### config.mk
export PLATFORM = sky130hd
export DESIGN_NAME = seg_digit_scheduler
export DESIGN_NICKNAME = d
export VERILOG_FILES = /design/src/rtl/seg_digit_scheduler.sv
export SDC_FILE = /design/constraint.sdc
export NUM_CORES = 1
export LEC_CHECK = 0
export BUFFER_PORTS_ARGS = -buffer_cell sky130_fd_sc_hd__buf_2
export CAP_MARGIN = 20
export CELL_PAD_IN_SITES_DETAIL_PLACEMENT = 1
export CELL_PAD_IN_SITES_GLOBAL_PLACEMENT = 1
export CORE_MARGIN = 5
export CORE_UTILIZATION = 40
export DETAILED_ROUTE_END_ITERATION = 7
export PLACE_DENSITY_LB_ADDON = 0.1
export RECOVER_POWER = 50
export SYNTH_ARGS = -nofsm -noshare
export SYNTH_HDL_FRONTEND = slang
export SYNTH_SLANG_ARGS = --single-unit
### constraint.sdc
create_clock -name clk -period 2.55 [get_ports clk]
set_input_delay 0.51 -clock clk [delete_from_list [all_inputs] [get_ports clk]]
set_output_delay 0.51 -clock clk [all_outputs]
set_load 0.01 [all_outputs]
### src/rtl/seg_digit_scheduler.sv
// seg_digit_scheduler
// Shows a captured byte on one seven-segment display as two hex digits:
// the high nibble, a blank gap, the low nibble (with the decimal point lit),
// and a second blank gap. An internal prescaler makes a clock-enable tick,
// so the whole block runs on clk alone.
//
// Ports:
//   clk    in   system clock
//   reset  in   asynchronous, active-high reset
//   start  in   request to display value (ignored while busy)
//   value  in   byte captured when start is accepted
//   busy   out  high while a display sequence is in progress
//   seg    out  segments {g,f,e,d,c,b,a}, active-high
//   dp     out  decimal point, lit during the low-nibble digit
//   done   out  one-cycle pulse on the first idle cycle after a sequence
//
// state | meaning
// ------+-------------------------------------------
// IDLE  | display blank, waiting for start
// HI    | showing high nibble for SHOW_TICKS ticks
// GAP1  | blank for GAP_TICKS ticks
// LO    | showing low nibble with dp for SHOW_TICKS ticks
// GAP2  | blank for GAP_TICKS ticks, then back to IDLE

module seg_digit_scheduler #(
  parameter int TICK_DIV   = 4,
  parameter int SHOW_TICKS = 8,
  parameter int GAP_TICKS  = 2
) (
  input  logic       clk,
  input  logic       reset,
  input  logic       start,
  input  logic [7:0] value,
  output logic       busy,
  output logic [6:0] seg,
  output logic       dp,
  output logic       done
);

  localparam int PW     = (TICK_DIV > 1) ? $clog2(TICK_DIV) : 1;
  localparam int PH_MAX = (SHOW_TICKS > GAP_TICKS) ? SHOW_TICKS : GAP_TICKS;
  localparam int CW     = (PH_MAX > 1) ? $clog2(PH_MAX) : 1;
  localparam bit HAS_GAP = (GAP_TICKS > 0);
  localparam logic [PW-1:0] PRESC_LAST = PW'(TICK_DIV - 1);
  localparam logic [CW-1:0] SHOW_LAST  = CW'(SHOW_TICKS - 1);
  localparam logic [CW-1:0] GAP_LAST   = CW'(HAS_GAP ? GAP_TICKS - 1 : 0);

  typedef enum logic [2:0] {
    S_IDLE = 3'd0,
    S_HI   = 3'd1,
    S_GAP1 = 3'd2,
    S_LO   = 3'd3,
    S_GAP2 = 3'd4
  } state_t;

  state_t          state_q, state_d;
  logic [7:0]      latch_q, latch_d;
  logic [PW-1:0]   presc_q, presc_d;
  logic [CW-1:0]   phase_q, phase_d;
  logic [6:0]      seg_q, seg_d;
  logic            dp_q, dp_d;
  logic            busy_q, busy_d;
  logic            done_q, done_d;

  logic            tick;
  logic [CW-1:0]   phase_last;
  state_t          state_after;

  function automatic logic [6:0] hex7(input logic [3:0] n);
    case (n)
      4'h0: hex7 = 7'h3F;
      4'h1: hex7 = 7'h06;
      4'h2: hex7 = 7'h5B;
      4'h3: hex7 = 7'h4F;
      4'h4: hex7 = 7'h66;
      4'h5: hex7 = 7'h6D;
      4'h6: hex7 = 7'h7D;
      4'h7: hex7 = 7'h07;
      4'h8: hex7 = 7'h7F;
      4'h9: hex7 = 7'h6F;
      4'hA: hex7 = 7'h77;
      4'hB: hex7 = 7'h7C;
      4'hC: hex7 = 7'h39;
      4'hD: hex7 = 7'h5E;
      4'hE: hex7 = 7'h79;
      default: hex7 = 7'h71;
    endcase
  endfunction

  always_comb begin
    state_d = state_q;
    latch_d = latch_q;
    presc_d = presc_q;
    phase_d = phase_q;
    done_d  = 1'b0;

    tick       = (presc_q == PRESC_LAST);
    phase_last = (state_q == S_GAP1 || state_q == S_GAP2) ? GAP_LAST : SHOW_LAST;

    case (state_q)
      S_HI:    state_after = HAS_GAP ? S_GAP1 : S_LO;
      S_GAP1:  state_after = S_LO;
      S_LO:    state_after = HAS_GAP ? S_GAP2 : S_IDLE;
      default: state_after = S_IDLE;
    endcase

    if (state_q == S_IDLE) begin
      presc_d = '0;
      phase_d = '0;
      if (start) begin
        latch_d = value;
        state_d = S_HI;
      end
    end else begin
      // prescaler free-runs across phase boundaries
      presc_d = tick ? '0 : presc_q + 1'b1;
      if (tick) begin
        if (phase_q == phase_last) begin
          phase_d = '0;
          state_d = state_after;
          done_d  = (state_after == S_IDLE);
        end else begin
          phase_d = phase_q + 1'b1;
        end
      end
    end

    // outputs are registered, so decode from the state being entered
    seg_d  = 7'h00;
    dp_d   = 1'b0;
    busy_d = (state_d != S_IDLE);
    case (state_d)
      S_HI:    seg_d = hex7(latch_d[7:4]);
      S_LO: begin
        seg_d = hex7(latch_d[3:0]);
        dp_d  = 1'b1;
      end
      default: seg_d = 7'h00;
    endcase
  end

  always_ff @(posedge clk or posedge reset) begin
    if (reset) begin
      state_q <= S_IDLE;
      latch_q <= 8'h00;
      presc_q <= '0;
      phase_q <= '0;
      seg_q   <= 7'h00;
      dp_q    <= 1'b0;
      busy_q  <= 1'b0;
      done_q  <= 1'b0;
    end else begin
      state_q <= state_d;
      latch_q <= latch_d;
      presc_q <= presc_d;
      phase_q <= phase_d;
      seg_q   <= seg_d;
      dp_q    <= dp_d;
      busy_q  <= busy_d;
      done_q  <= done_d;
    end
  end

  assign seg  = seg_q;
  assign dp   = dp_q;
  assign busy = busy_q;
  assign done = done_q;

endmodule

[Word-level counts from Yosys, hierarchy flattened]
Memories as Yosys holds them, arrays and structs flattened.
Cells that the tools add are included.
Word-level totals
  register bits: 26
  memory bits (read-only): 224
  bits of input ports: 11
  word-level logic and storage cells: 43
  memories kept: 2
Memory list
  (no name shown): depth 16, width 7, rd ports 1, clocked after memory_dff 0, write ports 0, line 70  | case (n)
  (no name shown): depth 16, width 7, rd ports 1, clocked after memory_dff 0, write ports 0, line 70
Operators by class
  add/subtract/negate cells: 2
  equality and inequality tests: 8
  multiplexer cells: 18
  reduce and logical (&&, ||, !) cells: 5
Operators by type and width (count)
  3-bit two-way mux: 8
  8-bit two-way mux: 2
  7-bit one-hot mux with 2 select lines: 1
  3-bit by 2-bit == test with 1-bit output (second input constant): 3
  3-bit one-hot mux with 3 select lines: 1
  3-bit by 1-bit == test with 1-bit output (second input constant): 2
  3-bit logical NOT: 2
  1-bit two-way mux: 4
  2-bit two-way mux: 2
  3-bit by 1-bit adder with 3-bit output (second input constant): 1
  3-bit == test: 1
  3-bit == test (second input constant): 1
  3-bit nonzero test: 1
  2-bit by 1-bit adder with 2-bit output (second input constant): 1
  2-bit == test (second input constant): 1
  2-bit nonzero test: 1
  1-bit logical OR: 1

[Longest topological paths before layout]
Gate-level depths: netlist of the first run.
  word-level depth: 9
  depth in mapped cells: 12

[Worst setup path after synthesis of the first run]
Ideal clock, no wire load.
  path kind: register to register
  from: reg state_q[2]
  to: reg seg_q[0], in the netlist seg[0]
  library setup time: 95 ps
  arrival time: 2268 ps
  required time: 2455 ps
  slack: 186 ps
  stages on the path, launching flop included: 13
  cells stage by stage: dfrtp_1 buf_6 or4b_1 buf_2 nand2_1 and2_1 inv_1 ha_1 nor3b_1 a21oi_1 a21oi_1 o21ai_0 o31ai_1
On the way
  elaborated cells on any way between the ends: 19
  those cells by class: eq/ne (7); mux (8); reduce/logical (2); memory (2)
RTL lines
  start: declaration: line 56  | state_t state_q, state_d;
  start signal: assignment: line 153  | state_q <= state_d;
  3-bit logical NOT: line 107  | if (state_q == S_IDLE) begin
  8-bit two-way mux: line 107
  via latch_d[4]: line 57  | logic [7:0] latch_q, latch_d;
  memory read 16 x 7 bit
  7-bit one-hot mux with 2 select lines: line 132  | case (state_d)
  via seg_d[0]: line 60  | logic [6:0] seg_q, seg_d;
  end signal: assignment: line 157  | seg_q <= seg_d;
  end: declaration: line 60
The timed path passes the listed nets, and every way through them passes these cells.
A chain may end at the register's enable or synchronous reset.

[Final worst setup path of the first run]
  from: reg state_q[0]
  to: reg seg_q[0], in the netlist seg[0]
Same word-level chain as after synthesis.

==> flow_metrics.env, run 1 <==
export IMPL_numPortBuffers=20
export IMPL_clock_sinks=26
export IMPL_grt_pass1_vias=1557
export IMPL_grt_max_degree=27
export IMPL_place_area_sq_mm=0.00198
export IMPL_ys_async_sr_fraction=1.00
export IMPL_grt_total_usage=0.179
export IMPL_power_leakage_uw=0.000933
export IMPL_holdWs_ns=0.445
export IMPL_status="finished, final reports clean"
export IMPL_synthesis_nets=210
export IMPL_fin_area_sq_mm=0.00205
export IMPL_rsz0062_at_grt="false"
export IMPL_finalCritPeriodShare=0.946
export IMPL_die_w_um=75.7
export IMPL_fin_skew_ns=0.00311
export IMPL_drt_pass1_iter_count=4
export IMPL_yosys_cell_count_top_type="nand2_1"
export IMPL_maxCapViolations=0
export IMPL_die_area_sq_mm=0.00572
export IMPL_min_from="presc_q[0]"
export IMPL_postRouteAntennaNets=0
export IMPL_wl_per_cell_um=17.1
export IMPL_drive_gt1_frac=0.214
export IMPL_cts_tree="yes"
export IMPL_synth_edff_count=0
export IMPL_ys_ff_latch=26
export IMPL_finalCoreUtilization=0.502
export IMPL_clk_pin_slew_ns=0.10
export IMPL_hold_path_class="reg -> reg"
export IMPL_io_pins=21
export IMPL_netlist_instances=185
export IMPL_vias_per_cell=5.44
export IMPL_antenna_found_initial=0
export IMPL_peakVddDrop_v=0.000270
export IMPL_whs_path_depth=1
export IMPL_synth_top_area_share=0.377
export IMPL_synthTopCellsByCount="nand2_1 (32), dfrtp_1 (26), ha_1 (14)"
export IMPL_clockBufferDepth=2
export IMPL_area_growth_syn_to_layout_pct=19.1
export IMPL_post_cts_setup_buffer_count=0
export IMPL_drtIter0Drc=81
export IMPL_fillers=492
export IMPL_critPathRequiredTime_ns=2.71
export IMPL_final_max_slew_violation_count=0
export IMPL_r2r_end="seg[0]"
export IMPL_path_class="reg -> reg"
export IMPL_report_final_setup_viol=0
export IMPL_grt_overflow_total=0
export IMPL_hold_end="presc_q[0]"
export IMPL_finalCriticalPeriod_ns=2.41
export IMPL_worstRegToRegCells=12
export IMPL_initial_core_util=0.422
export IMPL_hold_viol_final=0
export IMPL_insertion_delay_ns=0.28
export IMPL_postSynthAreaPerCell_sq_um=9.32
export IMPL_synth_distinct_cells=44
export IMPL_nets=246
export IMPL_cp_end_kind="flip-flop"
export IMPL_cts_buffers=3
export IMPL_start_kind="flip-flop"
export IMPL_core_area_sq_mm=0.00409
export IMPL_h_tree_depth=1
export IMPL_synth_largest_area_cell="dfrtp_1"
export IMPL_arrival_ns=2.57
export IMPL_grt_pass1_wl_um=7810
export IMPL_worstReg2RegStart="state_q[0]"
export IMPL_die_height_um=75.7
export IMPL_gp_congestion=0.811
export IMPL_dp_hpwl_um=3450
export IMPL_wl_um=4610
export IMPL_route_detailed_drc=0
export IMPL_synth_main_ff_cell="dfrtp_1"
export IMPL_seq_area_frac_synth=0.377
export IMPL_p_per_area_mw_per_mm2=454
export IMPL_clockRootBuffer="clkbuf_8"
export IMPL_vias=1469
export IMPL_n_antenna_cell=0
export IMPL_yosysWarnings=0
export IMPL_netlist_area_sq_mm=0.00172
export IMPL_ctsHoldBuffers=0
export IMPL_reg2reg_slack_ns=0.14
export IMPL_max_slew_margin_rel=0.0167
export IMPL_crit_fanout=12
export IMPL_num_rows=23
export IMPL_synth_area_leaders="dfrtp_1 (38%), ha_1 (10%), nand2_1 (7.0%)"
export IMPL_timing_fmax_ghz=0.414
export IMPL_worst_pin_slew_ns=1.47
-- worst max-delay path by stage --
| stage | to | slack (ns) | startpoint |
|---|---|---|---|
| global route | seg[0] | 0.006 | state_q[2] |
| floorplan | seg[0] | 0.19 | state_q[2] |
| global placement | seg[0] | -0.06 | start |
| CTS | seg[0] | 0.02 | state_q[0] |
| finish | seg[0] | 0.14 | state_q[0] |
| detailed placement | seg[0] | -0.14 | start |
-- per-layer routing --
metal | global-route usage | wire [um]
met5 | 0 | 0
met4 | 0.0408 | 44
met3 | 0.0198 | 135
met2 | 0.285 | 2060
met1 | 0.261 | 2370
-- cells in the final DEF (no fill, tap or decap), types with 2 or more instances in the layout --
cell	n
nand3_1	4
o22ai_1	3
nor2b_1	3
nor2_1	5
a31oi_1	4
inv_2	2
nor3_1	5
mux2_2	2
inv_1	13
nand2_1	32
a21oi_1	9
clkbuf_1	5
and2_1	4
and3_1	2
o211ai_1	2
nor3b_1	2
clkbuf_8	3
a211oi_1	3
o21ai_0	5
ha_1	13
dfrtp_1	26
mux2i_1	9
buf_2	16
buf_4	16
xnor2_1	5
a21boi_0	2
o21ai_1	2
-- critical path, cell delays in order, from the launching register on --
cell	delay, ns
dfrtp_1	0.41
buf_4	0.19
nor4b_4	0.32
buf_6	0.19
nand2_1	0.06
and2_1	0.17
inv_1	0.11
ha_2	0.23
nor3b_1	0.06
a211oi_1	0.22
a21oi_1	0.07
o21ai_1	0.15
o31ai_1	0.11
-- cell type report --
type	instances	area (sq um)	share of cell area
Clock buffer	3	41.3	0.0201
Clock inverter	1	30.0	0.0146
Tap cell	50	62.6	0.0305
Inverter	15	56.3	0.0274
Multi-Input combinational cell	137	982	0.478
Timing Repair Buffer	38	230	0.112
Sequential cell	26	651	0.317
-- cells by family after synthesis --
family	after synthesis	synth area share
simple gates	63	0.185
compound gates	44	0.186
xor+xnor	5	0.0254
fa+ha+maj	14	0.102
mux	11	0.0653
buf+inv	22	0.0595
flops	26	0.377
-- report_power, final --
group          internal (uW)  switching [uW]
Sequential               428            8.48
Clock                    210             151
Combinational           55.1            79.1
-- sequential cells by signal (all words and copies together), names as in the netlist --
register	flops
done	1
state_q	3
seg	7
phase_q	3
busy	1
presc_q	2
dp	1
latch_q	8
-- what timing repair did --
action                     CTS  global route
gates resized for setup      1             5
setup endpoints to repair    1             3
cloned                       0             0
-- metrics by stage --
stage	instances	power [uW]	worst slack [ns]	setup TNS, ns
after floorplan	185	520	0.186	0
after global placement	266	574	-0.0572	-0.0572
after detailed placement	266	578	-0.139	-0.139
after CTS	270	935	0.0237	0
after global routing	270	966	0.00608	0
final	270	932	0.137	0
Note: power is estimated with default switching activity, not from simulation.
==> run 2, diff against run 1 <==
CTS_CLUSTER_DIAMETER = 40   (was unset)
PLACE_DENSITY = 0.83   (was unset)
PLACE_DENSITY_LB_ADDON = unset   (was 0.1)
==> run 2 against run 1 <==
Compared with the run above: non-clock buffer count stayed put; critical endpoint is now seg[2]; routed wire length increased by 2.0%; the run now ends with max-capacitance violations, max-slew violations left; total power is 1.7% lower.
==> flow_metrics.env, run 2 (synthesis results as in run 1) <==
export IMPL_grt_max_degree=27
export IMPL_path_buf_inv=1
export IMPL_postRouteAntennaNets=0
export IMPL_critPathRequiredTime_ns=2.70
export IMPL_drive_gt1_frac=0.205
export IMPL_core_area_sq_mm=0.00409
export IMPL_drtIter0Drc=30
export IMPL_antenna_found_initial=0
export IMPL_dp_cells=265
export IMPL_fin_tns_setup_ns=0
export IMPL_min_from="presc_q[0]"
export IMPL_finalCritPeriodShare=0.943
export IMPL_fillers=493
export IMPL_fin_cells=270
export IMPL_max_slew_margin_rel=-0.00670
export IMPL_grt_pass1_wl_um=7900
export IMPL_clockRootBuffer="clkbuf_8"
export IMPL_cts_buffers=3
export IMPL_path_class="reg -> reg"
export IMPL_reg2reg_slack_ns=0.15
export IMPL_die_w_um=75.7
export IMPL_worst_pin_slew_ns=1.51
export IMPL_initial_core_util=0.422
export IMPL_die_height_um=75.7
export IMPL_cts_tree="yes"
export IMPL_hold_end="presc_q[0]"
export IMPL_clk_pin_slew_ns=0.10
export IMPL_finalCriticalPeriod_ns=2.40
export IMPL_final_seq_area_sq_um=651
export IMPL_clockBufferDepth=2
export IMPL_io_pins=21
export IMPL_holdWs_ns=0.448
export IMPL_path_common_cell="nand2_1"
export IMPL_pre_cts_ws_ns=-0.0294
export IMPL_peakVddDrop_v=0.000199
export IMPL_power_leakage_uw=0.000936
export IMPL_p_per_area_mw_per_mm2=445
export IMPL_worstPathCellList="or4b_4 -> nand2_1 -> and2_1 -> inv_1 -> ha_1 -> o311ai_0 -> nand2_1"
export IMPL_grt_overflow_total=0
export IMPL_cp_end_kind="flip-flop"
export IMPL_fin_skew_ns=0.00701
export IMPL_max_stage_delay_ns=0.61
export IMPL_worstReg2RegStart="state_q[0]"
export IMPL_hold_viol_final=0
export IMPL_cpMaxStageDelayCell="or4b_4"
export IMPL_grt_total_usage=0.180
export IMPL_crit_family="simple AND/OR/NAND/NOR gates"
export IMPL_num_rows=23
export IMPL_hold_path_class="reg -> reg"
export IMPL_route_detailed_drc=0
export IMPL_final_cell_mix="nand2_1 (32), dfrtp_1 (26), buf_4 (16), buf_2 (15), ha_1 (14)"
export IMPL_timing_final_ws_setup_ns=0.145
export IMPL_clock_sinks=26
export IMPL_arrival_ns=2.55
export IMPL_report_final_setup_viol=0
export IMPL_insertion_delay_ns=0.27
export IMPL_whs_path_depth=1
export IMPL_final_max_slew_violation_count=27
export IMPL_worstRegToRegCells=7
export IMPL_numPortBuffers=20
export IMPL_start_kind="flip-flop"
export IMPL_failed_checks="max-capacitance violations, max-slew violations"
export IMPL_drt_pass1_iter_count=4
export IMPL_area_growth_syn_to_layout_pct=19.4
export IMPL_crit_fanout=8
export IMPL_n_antenna_cell=0
export IMPL_regMostFlops="latch_q"
export IMPL_grt_pass1_vias=1594
export IMPL_h_tree_depth=1
export IMPL_nets=246
export IMPL_wl_per_cell_um=17.4
export IMPL_gp_congestion=0.788
export IMPL_status="finished with violations"
export IMPL_wl_um=4700
export IMPL_vias=1493
export IMPL_largest_register_ffs=8
export IMPL_vias_per_cell=5.53
export IMPL_dp_hpwl_um=3620
export IMPL_multi_input_area_sq_um=980
export IMPL_maxCapViolations=1
export IMPL_r2r_end="seg[2]"
export IMPL_die_area_sq_mm=0.00572
export IMPL_final_common_cell="nand2_1"
export IMPL_timing_fmax_ghz=0.416
run 2: changes by cell type in the layout (fill, tap and decap cells not counted):
cell and delta:
a211oi_1 +1, buf_6 -1, nor3b_2 +1, buf_12 +1
nor3b_1 -1, ha_2 -1, clkbuf_1 +1, a211oi_2 -1
o21ai_1 -2, o21ai_0 +2, ha_1 +1, buf_2 -1
run 2: where the power goes:
| part | internal, uW | switching, uW | total (uW) |
|---|---|---|---|
| Clock | 210 | 137 | 347 |
| Combinational | 54.5 | 76.4 | 131 |
| Sequential | 428 | 10.1 | 438 |
run 2: layout make-up:
class / instances / share of cell area
Inverter: 15 / 0.0274
Multi-Input combinational cell: 137 / 0.476
Tap cell: 50 / 0.0304
Clock buffer: 3 / 0.0201
Sequential cell: 26 / 0.316
Clock inverter: 1 / 0.0146
Timing Repair Buffer: 38 / 0.116
run 2: through the flow:
stage	power [uW]	util	instance area, sq um
after global routing	956	0.504	2060
final	916	0.504	2060
after global placement	572	0.485	1980
after CTS	931	0.503	2060
after detailed placement	578	0.485	1980
after floorplan	520	-	1720
run 2: routing by layer:
| layer | track usage | vias up | share of wire |
|---|---|---|---|
| li1 | - | 728 | - |
| met3 | 0.0198 | 2 | 0.022 |
| met1 | 0.242 | 750 | 0.47 |
| met5 | 0 | - | 0 |
| met4 | 0.0369 | 0 | 0.0036 |
| met2 | 0.312 | 13 | 0.51 |
run 2: what timing repair did:
action,CTS,global route
setup endpoints to repair,2,2
endpoints found under the hold margin,0,0
pin swaps,0,1
buffers inserted,0,1
resized for setup,1,1
hold buffers,0,0
run 2: worst max path at each step:
stage,startpoint,depth (start not counted),end,slack (ns)
4_1_cts,state_q[0],10,seg[0],0.09
2_1_floorplan,state_q[2],12,seg[0],0.19
5_1_grt,state_q[0],10,seg[0],-0.03
6_report,state_q[0],7,seg[2],0.15
3_5_place_dp,start,8,seg[2],-0.03
3_3_place_gp,start,11,seg[0],0.003
